$ cat config.mk
export PLATFORM = sky130hd
export DESIGN_NAME = kyber_rej_sampler
export DESIGN_NICKNAME = d
export VERILOG_FILES = /design/src/rtl/kyber_rej_sampler.sv
export SDC_FILE = /design/constraint.sdc
export NUM_CORES = 1
export LEC_CHECK = 0
export ABC_AREA = 1
export BUFFER_PORTS_ARGS = -buffer_cell sky130_fd_sc_hd__buf_2
export CORE_MARGIN = 10
export CORE_UTILIZATION = 39
export CTS_CLUSTER_SIZE = 30
export DETAILED_ROUTE_END_ITERATION = 6
export PLACE_DENSITY = 0.68
export SYNTH_ARGS = -nofsm -noshare
export SYNTH_HDL_FRONTEND = slang
export SYNTH_SLANG_ARGS = --single-unit
export TNS_END_PERCENT = 10
$ cat constraint.sdc
create_clock -name i_clk -period 1.7 [get_ports i_clk]
set_input_delay 0.085 -clock i_clk [delete_from_list [all_inputs] [get_ports i_clk]]
set_output_delay 0.085 -clock i_clk [all_outputs]
set_load 0.01 [all_outputs]
$ cat src/rtl/kyber_rej_sampler.sv
// kyber_rej_sampler: ML-KEM SampleNTT uniform rejection sampler fed by shake128_top.
// Splits 64-bit LE squeeze words into 12-bit LSB-first candidates and emits the first N below Q.
module kyber_rej_sampler #(
    parameter int Q  = 3329,
    parameter int N  = 256,
    parameter int CW = 12
) (
    input  logic                 i_clk,
    input  logic                 i_rst_n,
    input  logic                 i_start,
    input  logic [63:0]          i_data,
    input  logic                 i_valid,
    output logic                 o_ack,
    output logic [CW-1:0]        o_coef,
    output logic                 o_coef_valid,
    input  logic                 i_coef_ready,
    output logic [$clog2(N)-1:0] o_coef_idx,
    output logic                 o_busy,
    output logic                 o_done
);

    localparam int WW   = 64;
    localparam int BW   = WW + CW;
    localparam int CNTW = $clog2(BW);
    localparam int IW   = $clog2(N);

    localparam logic [CW-1:0]   Q_L      = CW'(Q);
    localparam logic [CNTW-1:0] CW_L     = CNTW'(CW);
    localparam logic [CNTW-1:0] WW_L     = CNTW'(WW);
    localparam logic [IW-1:0]   LAST_IDX = IW'(N - 1);

    typedef enum logic [1:0] {
        IDLE = 2'd0,
        RUN  = 2'd1,
        DONE = 2'd2
    } state_t;

    state_t          state;
    state_t          state_next;
    logic [BW-1:0]   bit_buf;
    logic [CNTW-1:0] cnt;
    logic [IW-1:0]   acc_cnt;
    logic            ack_prev;

    logic            xfer;
    logic            last_pending;
    logic            last_xfer;
    logic            enter_run;
    logic            load;
    logic            extract;
    logic [CW-1:0]   cand;
    logic            accept;

    // Once the final coefficient is waiting for its handshake no more words are pulled.
    always_comb begin
        xfer         = o_coef_valid && i_coef_ready;
        last_pending = o_coef_valid && (acc_cnt == LAST_IDX);
        last_xfer    = xfer && last_pending;
        enter_run    = i_start && ((state == IDLE) || (state == DONE));
        load         = (state == RUN) && (cnt < CW_L) && i_valid && !ack_prev && !last_pending;
        extract      = (state == RUN) && (cnt >= CW_L) && (!o_coef_valid || i_coef_ready) && !last_xfer;
        cand         = bit_buf[CW-1:0];
        accept       = cand < Q_L;
    end

    assign o_ack  = load;
    assign o_busy = (state == RUN);
    assign o_done = (state == DONE);

    always_ff @(posedge i_clk or negedge i_rst_n) begin
        if (!i_rst_n) begin
            state <= IDLE;
        end else begin
            state <= state_next;
        end
    end

    always_comb begin
        state_next = state;
        case (state)
            IDLE: if (i_start) state_next = RUN;
            RUN:  if (last_xfer) state_next = DONE;
            DONE: if (i_start) state_next = RUN;
            default: state_next = IDLE;
        endcase
    end

    always_ff @(posedge i_clk or negedge i_rst_n) begin
        if (!i_rst_n) begin
            bit_buf      <= '0;
            cnt          <= '0;
            acc_cnt      <= '0;
            ack_prev     <= 1'b0;
            o_coef       <= '0;
            o_coef_idx   <= '0;
            o_coef_valid <= 1'b0;
        end else begin
            ack_prev <= load;
            if (enter_run) begin
                bit_buf      <= '0;
                cnt          <= '0;
                acc_cnt      <= '0;
                o_coef_valid <= 1'b0;
            end else if (state == RUN) begin
                if (xfer) begin
                    acc_cnt <= acc_cnt + IW'(1);
                end

                // cnt < CW for a load and cnt >= CW for an extract, so the two never collide.
                if (load) begin
                    bit_buf <= bit_buf | (BW'(i_data) << cnt);
                    cnt     <= cnt + WW_L;
                end else if (extract) begin
                    bit_buf <= bit_buf >> CW;
                    cnt     <= cnt - CW_L;
                end

                if (extract) begin
                    if (accept) begin
                        o_coef       <= cand;
                        o_coef_idx   <= acc_cnt + IW'(xfer);
                        o_coef_valid <= 1'b1;
                    end else begin
                        o_coef_valid <= 1'b0;
                    end
                end else if (xfer) begin
                    o_coef_valid <= 1'b0;
                end
            end
        end
    end

endmodule

# Word level (Yosys, flattened, before mapping)
# Index checks and enable logic that the tools add are counted.
# word_totals
regBits,115
latchBits,0
ram_bits,0
mem_bits_ro,0
in_bits,69
mem_count,0
# op_classes
n_addsub,4
mul,0
div,0
magnitude_cmp,3
eq_ne,5
shift,1
mux,19
bitwise_logic,2
reduce_logical,28
# ops
op,n
2-to-1 mux 76 bit,4
bitwise OR 76 bit,1
left shift 64 x 7 -> 76 bit,1
2-to-1 mux 7 bit,4
2-to-1 mux 8 bit,3
"< comparator 12 bit, second input constant",1
logical AND 1 bit,11
adder 8 x 1 -> 8 bit,1
"adder 8 x 1 -> 8 bit, second input constant",1
"== test 8 bit, second input constant",1
AND reduction 2 bit,4
"adder 7 bit, second input constant",1
">= comparator 7 x 4 -> 1 bit, second input constant",1
"< comparator 7 x 4 -> 1 bit, second input constant",1
"subtractor 7 x 4 -> 7 bit, second input constant",1
nonzero test 3 bit,2
2-to-1 mux 1 bit,5
logical NOT 1 bit,4
2-to-1 mux 2 bit,2
"inequality test 2 x 1 -> 1 bit, second input constant",2
one-hot mux 2 bit (2 select lines),1
AND reduction 4 bit,1
nonzero test 2 bit,2
"== test 2 x 1 -> 1 bit, second input constant",1
5 further kinds,6

# Longest topological paths before layout
# Gate-level depths: netlist of the first run.
# logic_depth
ltp_word,9
ltp_mapped,13
depth_no_buf,11

# Worst setup path after synthesis of the first run
# Ideal clock, no wire load.
# synth_path
kind,register to register
startpoint,register acc_cnt[1]
endpoint,register cnt[6]
setup_ns,0.122
arrival_time_ns,1.525
t_required_ns,1.578
setup_slack_ns,0.053
stages_incl_launch_ff,11
period_less_slack_ns,1.647
path_cell_list,dfrtp_1 -> ha_1 -> nand2_1 -> nor2_4 -> nand3_2 -> nand2_1 -> nor2_4 -> nor2_1 -> o21ai_0 -> nand2_1 -> nor2_1
# synth_via
elab_chain_cells,7
word_cells_on_any_way,12
# synth_rtl
element,line_no,rtl
start: declaration,42,logic [IW-1:0] acc_cnt;
start signal: assignment,106,acc_cnt <= acc_cnt + IW'(1);
== test 8 bit (*),57,last_pending = o_coef_valid && (acc_cnt == LAST_IDX);
logical AND 1 bit (*),57,
logical NOT 1 bit or logical AND 1 bit (tied branches),"60, 58",
logical AND 1 bit or logical NOT 1 bit (tied branches),"60, 61",
2-to-1 mux 7 bit or logical AND 1 bit (tied branches),"110, 61",
2-to-1 mux 7 bit or nonzero test 3 bit (tied branches),--,
2-to-1 mux 7 bit or AND reduction 2 bit (tied branches),--,
end signal: assignment,112,cnt <= cnt + WW_L;
end signal: assignment,115,cnt <= cnt - CW_L;
end: declaration,41,logic [CNTW-1:0] cnt;
# Every way passes the cells marked *; elsewhere a longest branch is shown, timed or not. The select of a mux whose other input is x is not followed.
# A chain may end at the register's enable or synchronous reset.

# Final worst setup path of the first run
# layout_path
startpoint,register cnt[2]
endpoint,output port o_ack
# layout_via
elab_chain_cells,5
# layout_rtl
element,line_no,rtl
< comparator 7 x 4 -> 1 bit,60,load = (state == RUN) && (cnt < CW_L) && i_valid && !ack_prev && !last_pending;
logical AND 1 bit (4 in series),60,
end: declaration,13,"output logic o_ack,"
# Every way passes these cells.

==> summary.txt, run 1 <==
Drt
  – 1st-pass router iterations: 5
  – Routed len/inst: 17.3 microns
  – Post-route DRC: 0
  – Vias: 9087
  – DRT iter0 DRCs: 891
  – Routed vias/inst: 5.40
  – DRT Wirelength: 29100 microns
  – Post-DRT Antenna Nets: 0

Final layout
  – Number of fillers in the final layout: 2003
  – Most frequent cells in the layout: 400 x nand2_1, 257 x nand3_1, 112 x buf_4
  – Fin util: 52.5%
  – Layout area overhead: 33.0%
  – Share of cells above drive strength 1: 30.4%
  – # diodes: 0
  – Cell area after layout: 11000 sq um
  – Leading cell type in the layout, fill and taps excluded: nand2_1
  – Nets: 1470

Outcome
  – Violated checks: setup timing
  – Status: complete, but fails checks

Placement
  – HPWL Detailed: 22400 microns
  – GP Congestion: 0.983
  – PortBufs: 92
  – DP Area: 9930 sq um

Timing
  – Setup WS post-layout: -0.151 ns
  – Fmax: 0.540 GHz
  – Final Skew: 0.00759 ns
  – Period utilization: 109%
  – RSZ-0062 raised after global routing: yes
  – WHS: 0.0452 ns
  – Final setup violating endpoints: 81
  – Pins over their slew limit: 0
  – Slew @ Worst Pin: 0.542 ns
  – Endpoints failing hold: 0
  – Final min period: 1.85 ns
  – Slew margin rel.: 63.8%
  – Setup TNS: -7.83 ns

Clock tree
  – Clk pin slew, worst setup/hold paths: 0.06 ns
  – Root Driver: clkbuf_16
  – Clock Sinks: 113
  – CTS tree: built
  – Clock Tree Buf Depth: 2
  – Clock Latency Late Sink: 0.42 ns
  – H-Tree Depth: 4
  – Inserted Clock Buffers: 17

Synthesis
  – Syn Nets: 1284
  – Area share of fa/ha/maj cells after synthesis: 0.759%
  – Cell count after synthesis: 1210
  – Largest family of logic cells by synthesized area: simple AND/OR/NAND/NOR gates
  – XOR/XNOR Fraction of Synth Area: 0.850%
  – Average size of a mapped cell: 6.81 sq um
  – Complex-gate fraction of the synthesized area: 8.38%
  – Yosys cell types: 41
  – Seq cells post-synth: 113
  – Cell area after synthesis: 8240 sq um
  – Ys Warns: 0
  – Post-Synth Simple-Gate Area: 47.3%
  – Multiplexer share of the synthesized area: 0%
  – Post-synthesis sequential area ratio: 34.3%

Floorplanning
  – Die width: 165 microns
  – FP Rows: 53
  – Core box area: 20900 sq um
  – Total I/O pin count: 93
  – Initial Util: 39.5%
  – Die area: 27400 sq um
  – Die height: 165 microns

Power and ir drop
  – Lkg Pwr: 5.59 nW
  – P per Cell Area: 2120 nW/um^2
  – IR drop worst, VDD: 0.000797 V

Run
  – Total of max-cap violations: 0

Global routing
  – First-pass GRT wire length: 47300 microns
  – Vias in the first global route: 8841
  – Largest net degree at the start of global routing: 72
  – Total grt overflow: 0
  – GRT Total Usage: 21.8%
  – Antenna violations before repair: 0

Worst hold path
  – Hold WC Path Type: in -> async

Worst setup path
  – Startpoint types: flop
  – Crit-path max FO: 9
  – Kind of critical path: reg -> out
  – Worst endpoint required time: 1.62 ns
  – Crit. End Element: primary output
  – CP Data Arrival Time: 1.77 ns
==> through the flow <==
step	power, mW	worst slack, ns	cells
finish	23.3	-0.151	1684
global route	24.9	-0.253	1684
floorplan	12.7	0.0527	1210
CTS	22.8	-0.140	1682
global placement	18.2	-0.108	1634
detailed placement	18.3	-0.146	1634
==> final timing paths <==
check / start / endpoint / slack [ns] / depth (start not counted)
max: cnt[2] / o_ack / -0.15 / 9
min: i_rst_n / bit_buf[62] / 0.05 / 2
max reg2reg: cnt[2] / bit_buf[33] / -0.14 / 12
min reg2reg: o_coef_idx[0] / o_coef_idx[0] / 0.47 / 2
max in group asynchronous: i_rst_n / bit_buf[40] / 1.05 / 3
min in group i_clk: i_coef_ready / state[0] / 0.09 / 4
==> Yosys cell counts <==
master     instances  area share, %
nor3_1             8           0.49
inv_1             59            2.7
buf_12             4           0.97
a21o_1             1          0.091
a21oi_2            8           0.85
o21ai_2            2           0.21
o211ai_1          14            1.3
nor2_4             6           0.82
buf_4             10           0.91
o21ai_0           50            3.0
o22ai_1            1          0.076
o2111ai_1          4           0.42
nor3_2             1           0.12
nand2_4            4           0.55
xnor2_1            2           0.21
o21ai_1           14           0.85
nor2_2             1          0.076
buf_1             11           0.50
nand3b_1           1          0.091
nand2_1          412             19
xor2_1             6           0.64
dfrtp_1          113             34
a21oi_1           22            1.3
nand3_1          266             16
nor4_1             1          0.076
clkbuf_1          14           0.64
a32o_1             1           0.12
nand4_1            8           0.61
nand2_2           45            3.4
a311oi_1           1           0.11
nand3_2           31            3.8
nor2_1            32            1.5
and2_0             2           0.15
buf_2             32            1.9
buf_6              2           0.27
inv_2              7           0.32
and3_1             1          0.076
or2_2              6           0.46
ha_1               5           0.76
nor2_8             1           0.24
buf_8              1           0.18
==> sequential cells by signal (all words and copies together) (netlist names) <==
name,count
o_coef_idx,8
state,2
o_coef_valid,1
acc_cnt,8
ack_prev,1
cnt,5
bit_buf,76
o_coef,12
==> layer usage <==
layer	part of all wire [%]	wire [microns]	track usage [%]
met3	7.1	2060	4.04
met4	3.6	1050	9.14
met2	47	13600	35.3
met5	0	0	0
met1	42	12400	27.9
==> where the power goes <==
group	leakage, nW	total, mW	internal (mW)	switching, mW
Sequential	1.49	4.41	3.69	0.721
Combinational	3.80	15.1	6.19	8.90
Clock	0.303	3.77	2.35	1.41
==> final cells by class <==
cell class              instances  area (sq um)  area share [%]
inverters                      66           258            2.35
clock inverters                15           199            1.81
flip-flops and latches        113          2830            25.8
well taps                     275           344            3.14
multi-input cells             957          4910            44.8
repair buffers                241          1990            18.2
clock buffers                  17           425            3.88
==> critical path, stage by stage (launching register included) <==
cell	delay, ns
dfrtp_2	0.41
buf_12	0.15
nand2_4	0.09
nand3_4	0.09
nor2_4	0.16
nand2_4	0.07
inv_4	0.06
buf_12	0.10
buf_6	0.11
buf_6	0.10
==> kinds of logic (layout without fill, tap and decap cells) <==
logic type                 Yosys count  in the layout
AOI/OAI and AO/OA                  118            118
xor gates and xnor gates             8              8
DFF                                113            113
adders and majority gates            5              5
buffers and inverters              140            339
and+or+nand+nor                    826            826
==> timing repair <==
item                                    CTS  global route
cloned                                    1             0
endpoints found under the setup margin   86           105
hold buffers                              2             0
resized for setup                        41            40
endpoints found under the hold margin   114             0
buffers inserted                         13             2
pin swaps                                12             8
Note: power is estimated with default switching activity, not from simulation.
==> run 2, diff against run 1 <==
- CORE_UTILIZATION: 39 -> 45
- PLACE_DENSITY: 0.68 -> 0.75
- SKIP_CTS_REPAIR_TIMING: unset -> 1
- SLEW_MARGIN: unset -> 20
==> summary.txt, run 2 (synthesis results as in run 1) <==
Final layout
  – # diodes: 0 (unchanged)
  – Multi-input logic area: 4810 sq um (-2.0%)
  – Leading cell type in the layout, fill and taps excluded: nand2_1
  – Top reg by flops: bit_buf
  – Number of fillers in the final layout: 1630 (-19%)
  – Share of cells above drive strength 1: 27.1% (-3.4 points)
  – Nets: 1434 (-2.4%)
  – Most frequent cells in the layout: 403 x nand2_1, 261 x nand3_1, 109 x dfrtp_1
  – Sequential Area: 2830 sq um (unchanged)
  – Layout area overhead: 27.8%
  – Largest regs: bit_buf x76, o_coef x12
  – Largest register FFs: 76 (unchanged)

Worst setup path
  – Crit path cell chain: nand2_4 > nand3_2 > nor2_4 > nand2_4 > inv_8 > buf_12 > buf_2
  – Reg2Reg Setup Slack: -0.12 ns (+0.02 ns)
  – Worst path bufs/invs: 3 (-2)
  – Reg2reg end: bit_buf[12]
  – Crit. End Element: primary output
  – Startpoint types: flop
  – Worst r2r path cells: 9 (-3)
  – R2R Path Start: cnt[2]
  – Kind of critical path: reg -> out
  – CP dominant cell by count: nand2_4
  – Top cell family by delay on the critical path: simple AND/OR/NAND/NOR gates
  – CP Data Arrival Time: 1.75 ns (-0.02 ns)
  – Crit-path max FO: 13 (+4)
  – Slowest cell on the critical path: dfrtp_2
  – Critical path's largest stage delay: 0.48 ns (+0.07 ns)
  – Worst endpoint required time: 1.62 ns (about the same)

Timing
  – Final min period: 1.84 ns (-0.0149 ns)
  – Slew margin rel.: 64.9% (+1.0 points)
  – Slew @ Worst Pin: 0.523 ns (-0.0189 ns)
  – Final setup violating endpoints: 98 (+21%)
  – Pins over their slew limit: 0 (unchanged)
  – WHS: 0.0719 ns (+0.0266 ns)
  – Period utilization: 108% (-0.87 points)
  – Fmax: 0.545 GHz (+0.81%)
  – Endpoints failing hold: 0 (unchanged)
  – Setup WS post-layout: -0.136 ns (+0.0149 ns)
  – Final Skew: 0.0113 ns (+0.00375 ns)
  – RSZ-0062 raised after global routing: yes

Floorplanning
  – Total I/O pin count: 93 (unchanged)
  – FP Rows: 49 (-7.5%)
  – Die width: 155 microns (-6.1%)
  – Die height: 155 microns (-6.1%)
  – Core box area: 18000 sq um (-14%)
  – Die area: 24100 sq um (-12%)
  – Initial Util: 45.9% (+6.4 points)

Global routing
  – GRT Total Usage: 23.5% (+1.8 points)
  – Total grt overflow: 0 (unchanged)
  – First-pass GRT wire length: 46300 microns (-2.3%)
  – Largest net degree at the start of global routing: 45 (-38%)
  – Vias in the first global route: 8779 (-0.70%)
  – Antenna violations before repair: 0 (unchanged)

Drt
  – Routed len/inst: 18.7 microns (+8.1%)
  – DRT iter0 DRCs: 1265 (+42%)
  – DRT Wirelength: 30000 microns (+2.9%)
  – Vias: 9288 (+2.2%)
  – Post-route DRC: 0 (unchanged)
  – 1st-pass router iterations: 6 (+1)
  – Post-DRT Antenna Nets: 0 (unchanged)
  – Routed vias/inst: 5.80 (+7.4%)

Outcome
  – Violated checks: setup timing
  – Status: complete, but fails checks

Placement
  – PortBufs: 92 (unchanged)
  – GP Congestion: 0.974 (-0.92%)
  – HPWL Detailed: 21500 microns (-4.3%)
  – Setup slack at placement: -0.134 ns (+0.0120 ns)

Clock tree
  – Clock Latency Late Sink: 0.42 ns (about the same)
  – Root Driver: clkbuf_16
  – Clk pin slew, worst setup/hold paths: 0.05 ns (about the same)
  – CTS tree: built
  – Clock Sinks: 113 (unchanged)
  – Inserted Clock Buffers: 17 (unchanged)
  – H-Tree Depth: 4 (unchanged)
  – Clock Tree Buf Depth: 2 (unchanged)

Power and ir drop
  – IR drop worst, VDD: 0.00112 V (+41%)
  – P per Cell Area: 2140 nW/um^2 (+0.75%)
  – Lkg Pwr: 5.40 nW (-3.4%)
  – Final Power: 22.5 mW (-3.2%)

Run
  – Total of max-cap violations: 0 (unchanged)

Worst hold path
  – Hold WC Path Type: in -> async
==> run 2: cell types whose count changed in the layout (fill, tap and decap cells not counted), sizes merged <==
cell | previous run | this run
clkbuf | 17 | 28
bufinv | 3 | 5
buf | 239 | 198
inv | 73 | 65
dlygate4sd3 | 2 | 1
clkinvlp | 1 | 2
==> run 2: how the worst max path moves through the flow <==
stage                           from     endpoint  depth (start not counted)
final                         cnt[2]        o_ack                          7
after global routing          cnt[2]  bit_buf[12]                          9
after CTS                     cnt[4]        o_ack                          7
after detailed placement  acc_cnt[0]  bit_buf[15]                          9
after global placement        cnt[2]  bit_buf[56]                         10
after floorplan           acc_cnt[1]       cnt[6]                         10
==> run 2: cell type report <==
cell class / count / area share, %
inverter: 66 / 2.54
timing repair buffer: 205 / 15.9
clock buffer: 22 / 4.50
multi-input combinational: 957 / 45.7
clock inverter: 10 / 1.71
tap: 229 / 2.72
sequential: 113 / 26.9
==> run 2: per-stage QoR <==
step	cell area [sq um]	instances	utilization [%]	setup TNS, ns
finish	10500	1602	58.6	-4.82
detailed placement	9500	1553	52.9	-1.87
global route	10500	1602	58.6	-16.20
global placement	9500	1553	52.9	-0.810
CTS	10100	1585	56.5	-3.14
floorplan	8240	1210	-	0
==> run 2: per-layer routing <==
layer  wire (microns)  track usage (%)
met4             1220             10.1
met2            13900             36.4
met1            12200             30.8
met5                0                0
met3             2610             5.43
==> run 2: report_power, final <==
group | switching [mW] | leakage [nW] | total (mW) | internal (mW)
sequential | 0.735 | 1.49 | 4.43 | 3.69
clock | 1.29 | 0.316 | 4.00 | 2.71
combinational | 8.70 | 3.60 | 14.1 | 5.40
total | 10.7 | 5.40 | 22.5 | 11.8
==> run 3, diff against run 2 <==
- SKIP_LAST_GASP: unset -> 1
==> summary.txt, run 3 (synthesis results as in run 1) <==
Outcome
  – Violated checks: setup timing
  – Status: complete, but fails checks

Floorplanning
  – Die area: 24100 sq um (unchanged)
  – Initial Util: 45.9% (unchanged)
  – FP Rows: 49 (unchanged)
  – Die height: 155 microns (unchanged)
  – Total I/O pin count: 93 (unchanged)
  – Core box area: 18000 sq um (unchanged)
  – Die width: 155 microns (unchanged)

Power and ir drop
  – Final Power: 22.4 mW (-0.35%)
  – Lkg Pwr: 5.39 nW (-0.25%)
  – IR drop worst, VDD: 0.00104 V (-7.5%)
  – P per Cell Area: 2140 nW/um^2 (+0.14%)

Placement
  – HPWL Detailed: 21500 microns (unchanged)
  – GP Congestion: 0.974 (unchanged)
  – DP Area: 9500 sq um (unchanged)
  – Placed cells: 1553 (unchanged)
  – PortBufs: 92 (unchanged)

Final layout
  – Layout area overhead: 27.1%
  – Largest regs: bit_buf x76, o_coef x12
  – Fin util: 58.3% (-0.29 points)
  – Cell area after layout: 10500 sq um (-0.49%)
  – Number of fillers in the final layout: 1629 (-0.061%)
  – Fin cells: 1602 (unchanged)
  – Most frequent cells in the layout: 408 x nand2_1, 264 x nand3_1, 109 x dfrtp_1
  – Nets: 1434 (unchanged)
  – # diodes: 0 (unchanged)
  – Share of cells above drive strength 1: 26.2% (-0.87 points)
  – Leading cell type in the layout, fill and taps excluded: nand2_1
  – Largest register FFs: 76 (unchanged)
  – Top reg by flops: bit_buf

Clock tree
  – Clk pin slew, worst setup/hold paths: 0.06 ns (about the same)
  – Inserted Clock Buffers: 17 (unchanged)
  – Root Driver: clkbuf_16
  – H-Tree Depth: 4 (unchanged)
  – Clock Sinks: 113 (unchanged)
  – Clock Latency Late Sink: 0.42 ns (about the same)
  – Clock Tree Buf Depth: 2 (unchanged)
  – CTS tree: built

Worst setup path
  – Crit path cell chain: ha_1 > nand2_2 > nor2_4 > nand3_2 > nand4_1 > nor2_4 > buf_12 > buf_12 > nand2_1 > o21ai_1
  – Worst endpoint required time: 2.03 ns (+0.41 ns)
  – Critical path's largest stage delay: 0.38 ns (-0.10 ns)
  – Slowest cell on the critical path: dfrtp_1
  – CP Data Arrival Time: 2.19 ns (+0.44 ns)
  – Crit. End Element: flop
  – Crit-path max FO: 9 (-4)
  – Kind of critical path: reg -> reg
  – Startpoint types: flop

Drt
  – Routed len/inst: 18.7 microns (about the same)
  – 1st-pass router iterations: 6 (unchanged)
  – Vias: 9256 (-0.34%)
  – Post-route DRC: 0 (unchanged)
  – DRT iter0 DRCs: 1166 (-7.8%)
  – DRT Wirelength: 30000 microns (about the same)
  – Routed vias/inst: 5.78 (-0.34%)
  – Post-DRT Antenna Nets: 0 (unchanged)

Timing
  – Pins over their slew limit: 0 (unchanged)
  – Setup WS post-layout: -0.167 ns (-0.0304 ns)
  – Slew @ Worst Pin: 0.519 ns (-0.00382 ns)
  – Slew margin rel.: 65.1% (+0.26 points)
  – Endpoints failing hold: 0 (unchanged)
  – Final min period: 1.87 ns (+0.0304 ns)
  – Period utilization: 110% (+1.8 points)
  – Final Skew: 0.0118 ns (+0.000508 ns)
  – Fmax: 0.536 GHz (-1.6%)
  – RSZ-0062 raised after global routing: yes
  – Final setup violating endpoints: 99 (+1.0%)
  – Setup TNS: -7.59 ns (-2.77 ns)

Global routing
  – Total grt overflow: 0 (unchanged)
  – Vias in the first global route: 8779 (unchanged)
  – First-pass GRT wire length: 46300 microns (unchanged)
  – Antenna violations before repair: 0 (unchanged)
  – GRT Total Usage: 23.5% (unchanged)
  – Largest net degree at the start of global routing: 45 (unchanged)

Worst hold path
  – Hold WC Path Type: in -> async

Run
  – Total of max-cap violations: 0 (unchanged)
run 3: changes by cell type in the layout (fill, tap and decap cells not counted), moves of 2 or more:
| cell | change |
|---|---|
| nand2_1 | +5 |
| nand3_2 | -3 |
| nand3_1 | +3 |
| nand2_2 | -5 |
| o21ai_0 | +2 |
run 3: final cells by class:
| cell class | count | area, sq um | share of cell area [%] |
|---|---|---|---|
| clock buffer | 22 | 474 | 4.52 |
| clock inverter | 10 | 180 | 1.72 |
| inverter | 66 | 265 | 2.53 |
| multi-input combinational | 957 | 4770 | 45.5 |
| sequential | 113 | 2830 | 27.0 |
| tap | 229 | 287 | 2.73 |
| timing repair buffer | 205 | 1680 | 16.0 |
run 3: routing by layer:
layer	global-route usage [%]	part of all wire, %	vias up
li1	-	-	4324
met1	30.8	41	4344
met4	10.1	4.3	0
met5	0	0	-
met2	36.4	46	501
met3	5.43	9.0	87
run 3: worst max-delay path: cells and delay by family (launching register included):
family | cells | cell delay (ns)
buffers and inverters | 2 | 0.29
and+or+nand+nor | 6 | 0.75
adders and majority gates | 1 | 0.23
AOI/OAI and AO/OA | 1 | 0.12
DFF | 1 | 0.38
run 3: final timing paths:
| check | from | end | slack, ns | cells past startpoint |
|---|---|---|---|---|
| setup / recovery | acc_cnt[0] | bit_buf[12] | -0.17 | 10 |
| hold / removal | i_rst_n | bit_buf[22] | 0.07 | 2 |
| setup reg to reg | acc_cnt[0] | bit_buf[12] | -0.17 | 10 |
| hold reg to reg | o_coef[10] | o_coef[10] | 0.46 | 2 |
| max in group asynchronous | i_rst_n | cnt[2] | 1.07 | 3 |
| min in group i_clk | i_start | state[1] | 0.08 | 4 |
run 3: through the flow:
stage / hold WS (ns) / setup slack, ns
2_1_floorplan: -0.211 / 0.0527
5_1_grt: 0.0847 / -0.236
3_5_place_dp: -0.0354 / -0.134
6_report: 0.0715 / -0.167
4_1_cts: -0.484 / -0.360
3_3_place_gp: -0.0415 / -0.0789
run 3: power by group:
group	internal, mW	switching (mW)
registers	3.69	0.733
clock network	2.71	1.29
logic	5.36	8.66
total	11.8	10.7
